===== config.mk =====
export PLATFORM = sky130hd
export DESIGN_NAME = serial_addsub_ctrl
export DESIGN_NICKNAME = d
export VERILOG_FILES = /design/src/rtl/addsub_pkg.sv /design/src/rtl/serial_addsub_ctrl_fa_cell.sv /design/src/rtl/serial_addsub_ctrl.sv
export SDC_FILE = /design/constraint.sdc
export NUM_CORES = 1
export LEC_CHECK = 0
export ABC_AREA = 0
export BUFFER_PORTS_ARGS = -buffer_cell sky130_fd_sc_hd__buf_4
export CORE_MARGIN = 4
export CORE_UTILIZATION = 30
export DETAILED_ROUTE_END_ITERATION = 8
export GPL_ROUTABILITY_DRIVEN = 0
export SLEW_MARGIN = 20
export SYNTH_ARGS = -nofsm -noshare
export SYNTH_HDL_FRONTEND = slang
export SYNTH_SLANG_ARGS = --single-unit

===== constraint.sdc =====
create_clock -name clk -period 1.5 [get_ports clk]
set_input_delay 0 -clock clk [delete_from_list [all_inputs] [get_ports clk]]
set_output_delay 0 -clock clk [all_outputs]
set_load 0.005 [all_outputs]

===== src/rtl/addsub_pkg.sv =====
// Shared types for the bit-serial add/subtract sequencer.
package addsub_pkg;
  typedef enum logic [1:0] {IDLE = 2'd0, RUN = 2'd1, DONE = 2'd2} state_e;
  localparam logic OP_ADD = 1'b0;
  localparam logic OP_SUB = 1'b1;
endpackage


===== src/rtl/serial_addsub_ctrl_fa_cell.sv =====
// Combinational 1-bit full adder cell, time-shared by the serial sequencer.
module fa_cell (
  input  logic a,
  input  logic b,
  input  logic cin,
  output logic sum,
  output logic cout
);
  assign sum  = a ^ b ^ cin;
  assign cout = (a & b) | (cin & (a ^ b));
endmodule


===== src/rtl/serial_addsub_ctrl.sv =====
// Bit-serial WIDTH-bit add/subtract sequencer, LSB first, one fa_cell.
// Define SERIAL_ADDSUB_OVF_EN to add the registered signed-overflow output.
module serial_addsub_ctrl
  import addsub_pkg::*;
#(
  parameter  int WIDTH = 8,
  localparam int CNT_W = $clog2(WIDTH + 1)
) (
  input  logic             clk,
  input  logic             rst_n,
  input  logic             start,
  input  logic             sub,
  input  logic [WIDTH-1:0] a,
  input  logic [WIDTH-1:0] b,
  output logic             busy,
  output logic             done,
  output logic [WIDTH-1:0] result,
  output logic             carry_out
`ifdef SERIAL_ADDSUB_OVF_EN
  ,
  output logic             overflow
`endif
);

  state_e           state;
  logic [WIDTH-1:0] op_a, op_b;
  logic             carry;
  logic [CNT_W-1:0] cnt;
  logic             fa_sum, fa_cout;
  logic             last_bit;

  fa_cell u_fa (
    .a   (op_a[0]),
    .b   (op_b[0]),
    .cin (carry),
    .sum (fa_sum),
    .cout(fa_cout)
  );

  assign last_bit = (cnt == CNT_W'(WIDTH - 1));

  always_ff @(posedge clk or negedge rst_n) begin
    if (!rst_n) begin
      state     <= IDLE;
      op_a      <= '0;
      op_b      <= '0;
      carry     <= 1'b0;
      cnt       <= '0;
      busy      <= 1'b0;
      done      <= 1'b0;
      result    <= '0;
      carry_out <= 1'b0;
`ifdef SERIAL_ADDSUB_OVF_EN
      overflow  <= 1'b0;
`endif
    end else begin
      case (state)
        IDLE: begin
          if (start) begin
            // Subtract as A + ~B + 1: the +1 rides in on the carry FF.
            op_a  <= a;
            op_b  <= (sub == OP_SUB) ? ~b : b;
            carry <= sub;
            cnt   <= '0;
            busy  <= 1'b1;
            state <= RUN;
          end
        end
        RUN: begin
          op_a   <= op_a >> 1;
          op_b   <= op_b >> 1;
          carry  <= fa_cout;
          cnt    <= cnt + 1'b1;
          result <= {fa_sum, result[WIDTH-1:1]};
          if (last_bit) begin
            carry_out <= fa_cout;
`ifdef SERIAL_ADDSUB_OVF_EN
            // carry FF holds the carry into the MSB at this point.
            overflow  <= carry ^ fa_cout;
`endif
            done      <= 1'b1;
            state     <= DONE;
          end
        end
        DONE: begin
          done  <= 1'b0;
          busy  <= 1'b0;
          state <= IDLE;
        end
        default: state <= IDLE;
      endcase
    end
  end

endmodule


==> results.txt <==
----------------------------------------------------
[Status]
  Outcome ... finished, final reports clean

[Placed design]
  Detailed placement HPWL ... 2240 microns
  Number of buffers added on ports ... 30
  Post-DP Area ... 0.00181 sq mm
  Worst slack at placement ... between 0.1 and 0.15 ns

[Timing]
  Fin Setup TNS ... 0 ns
  Worst Setup Slack, final ... roughly 0.12 ns
  Final Critical Period ... between 1 and 1.5 ns
  Setup repair after global routing missed its margin ... no
  Number of pins with negative max-slew slack in the final report ... 0
  Final setup vio count ... 0
  Fmax ... between 0.7 and 0.8 GHz
  Transition time at the pin with the least slew margin ... 0.441 ns
  Post-route clock period utilization ... 0.922
  Post-Route Skew ... around 0.0072 ns
  Fin Hold WS ... about 0.034 ns
  Normalized max-slew margin ... 0.706
  Count of endpoints failing hold in the final timing report ... 0

[Final layout]
  Share of cells above drive strength 1 ... 0.263
  Final design area excluding fillers ... between 0.0015 and 0.002 sq mm
  FF+latch area ... around 850 sq um
  Area delta synth->final ... 32.4%
  Count of fill cells added during filler insertion ... between 400 and 500
  Diode insertion count for antenna repair ... 0
  Final-stage net count ... 211
  Area taken by multi-input logic gates ... around 600 sq um

[Floorplan]
  Die width ... about 79 microns
  Die height ... 78.9 microns
  Floorplan die area ... around 0.0062 sq mm
  Core Rows ... 25
  Boundary Pins ... 31
  Effective utilization at floorplan ... 0.315
  Std-Cell Core Area ... around 0.0048 sq mm

[Clock tree]
  Clock sink count ... 34
  Clock latency at the later pin of the worst-skew pair ... 0.29 ns
  Cell chosen for the clock root ... clkbuf_8
  H-tree depth ... 2
  Clock buffer count from CTS ... 5
  Maximum buffer depth of the clock tree ... 2
  Clock slew seen by the registers of the worst setup and hold paths ... 0.07 ns
  Quantity of hold-fixing buffers added after cts ... 10
  Post-CTS setup buffer count ... 0
  Gates resized, CTS repair ... 0
  Clock tree from TritonCTS ... done

[Detailed routing]
  Number of nets with antenna violations after detailed routing ... 0
  Routed wirelength normalized by instance count ... 12.4 microns
  Wire length after detailed routing ... ~3200 microns
  Via-per-instance ratio ... between 4 and 5
  Post-route DRC ... 0
  Iteration-0 DRC count of the detailed router ... 86
  First drt pass iteration count ... 4
  Number of vias after detailed routing ... roughly 1,100

[Worst setup path]
  RR Endpoint ... carry_out$_DFFE_PN0P_
  Family of cells with the greatest summed delay on the critical path ... flip-flops
  Depth of the most critical reg-to-reg path ... 4
  Critical path launch point type ... register
  Number of buffers and inverters on the critical path ... 0
  Highest fanout seen on the critical path ... 4
  Largest incremental delay on the critical path ... 0.42 ns
  Category of the worst setup path capture point ... register
  Setup slack of the worst register-to-register path ... 0.12 ns
  Startpoint-to-endpoint class of the critical path ... reg -> reg
  R2r startpoint ... cnt[0]$_DFFE_PN0P_
  Worst endpoint data arrival time ... 1.55 ns
  Highest-delay cell along the critical path ... dfrtp_1
  Required time worst endpoint ... approximately 1.7 ns
  Critical path cell sequence ... ha_1 > and3b_1 > and2_4 > mux2_2

[Logic synthesis]
  Ranking of synthesized cells by instance count ... nand2_1 (47), dfrtp_1 (34), a22oi_1 (8), xnor2_1 (8), nor2_1 (7)
  Yosys top cell area share ... 0.564
  Top flip-flop cell by instance count after synthesis ... dfrtp_1
  Syn Nets ... between 150 and 200
  Post-synth EDFFs ... 0
  Top cell type by total area after synthesis ... dfrtp_1
  Yosys cell types ... 28
  Flip-flop and latch count after synthesis ... 34
  Post-Synthesis Cells ... ~140
  Synth Cell Area ... between 0.0015 and 0.002 sq mm
  Most frequent cell after synthesis ... nand2_1
  Share of the yosys chip area belonging to registers ... 0.564
  Mean area per synthesized cell ... around 11 sq um
  Total of warnings raised by yosys ... 0
  Top post-synthesis cells by area ... dfrtp_1 (56%), nand2_1 (12%), xnor2_1 (4.6%)
  Async set-reset flop share out of synthesis ... 1.00

[Power]
  Leakage power figure ... between 0.0009 and 0.001 uW
  Worst IR drop on VDD ... ~1000 uV
  Clock group share of total power ... 0.195
  Power Internal ... between 2000 and 2500 uW
  Cell area power density ... between 1500 and 2000 mW/mm^2
  Switching Power ... approximately 1300 uW
  Total Power ... ~3600 uW
  Part of the total power dissipated in combinational logic ... 0.374
  Power share of the sequential group ... 0.432
  Net switching share of the total power ... 0.348

[Global route]
  Maximum number of pins on one net before global-route repair ... 35
  Overflow left after global routing ... 0
  Vias in the first global route ... between 1,000 and 1,500
  Antenna violations before repair ... 0
  Total global-route track usage ... 0.119
  Wire length of the first global-routing pass ... between 5000 and 6000 microns

[Worst hold path]
  Hold Path Class ... in -> reg
  Endpoint of the worst hold-timing path ... busy$_DFFE_PN0P_
  Worst hold path depth ... 3
  Start point of the worst hold path ... start

[Flow run]
  # Max-Cap Violations ... 0

----------------------------------------------------
[sequential cells by signal, indices dropped and copies added (netlist names)]
name,cells
op_b,8
done,1
carry_out,1
cnt,4
carry,1
busy,1
state,2
result,8
op_a,8
[worst max-delay path by stage]
| stage | startpoint | endpoint | slack [ns] | depth (start not counted) |
|---|---|---|---|---|
| 3_3_place_gp | cnt[0]$_DFFE_PN0P_ | carry_out$_DFFE_PN0P_ | 0.16 | 4 |
| 6_report | cnt[0]$_DFFE_PN0P_ | carry_out$_DFFE_PN0P_ | 0.12 | 4 |
| 3_5_place_dp | cnt[0]$_DFFE_PN0P_ | carry_out$_DFFE_PN0P_ | 0.14 | 4 |
| 5_1_grt | cnt[0]$_DFFE_PN0P_ | carry_out$_DFFE_PN0P_ | 0.03 | 4 |
| 4_1_cts | cnt[0]$_DFFE_PN0P_ | carry_out$_DFFE_PN0P_ | 0.11 | 4 |
| 2_1_floorplan | cnt[0]$_DFFE_PN0P_ | carry_out$_DFFE_PN0P_ | 0.20 | 4 |
[power groups by stage]
| stage | Clock, uW | Sequential, uW | Combinational, uW |
|---|---|---|---|
| final | 706 | 1570 | 1360 |
| after global routing | 775 | 1630 | 1580 |
| after CTS | 727 | 1570 | 1390 |
| after detailed placement | 0 | 1580 | 1370 |
| after global placement | 0 | 1580 | 1340 |
| after floorplan | 0 | 1530 | 912 |
[metal layers]
metal  GRT usage  part of all wire
met4      0.0412             0.015
met5           0                 0
met3      0.0420             0.057
met1       0.169              0.49
met2       0.166              0.44
[worst register-to-register path: stages (launching register included)]
cell and delay, ns:
dfrtp_1 0.42, ha_1 0.23, and3b_1 0.19, and2_4 0.16
mux2_2 0.26
[per-stage QoR]
stage,std cells,util
finish,257,0.418
global route,257,0.418
CTS,257,0.418
detailed placement,239,0.378
global placement,239,0.378
floorplan,143,-
[cell type report]
type / count / share of cell area
tap: 67 / 0.0420
clock buffer: 7 / 0.0432
sequential: 34 / 0.426
clock inverter: 1 / 0.00250
timing repair buffer: 46 / 0.185
multi-input combinational: 101 / 0.299
inverter: 1 / 0.00188
[placed cells by master (no fill, tap or decap), drive strengths merged, types with 4 or more instances in the layout]
master and n:
dlygate4sd3 10, xnor2 8, dfrtp 34, clkbuf 7, a22oi 8, nand2 47, nor2 7, buf 36
a221o 7, o21ai 4
[cell families after synthesis]
| group | Yosys count | share of synthesized area |
|---|---|---|
| simple gates | 64 | 0.185 |
| flops | 34 | 0.564 |
| compound gates | 25 | 0.129 |
| xor+xnor | 8 | 0.0464 |
| buf+inv | 8 | 0.0398 |
| mux | 2 | 0.0141 |
| fa+ha+maj | 2 | 0.0216 |
Note: power is estimated with default switching activity, not from simulation.
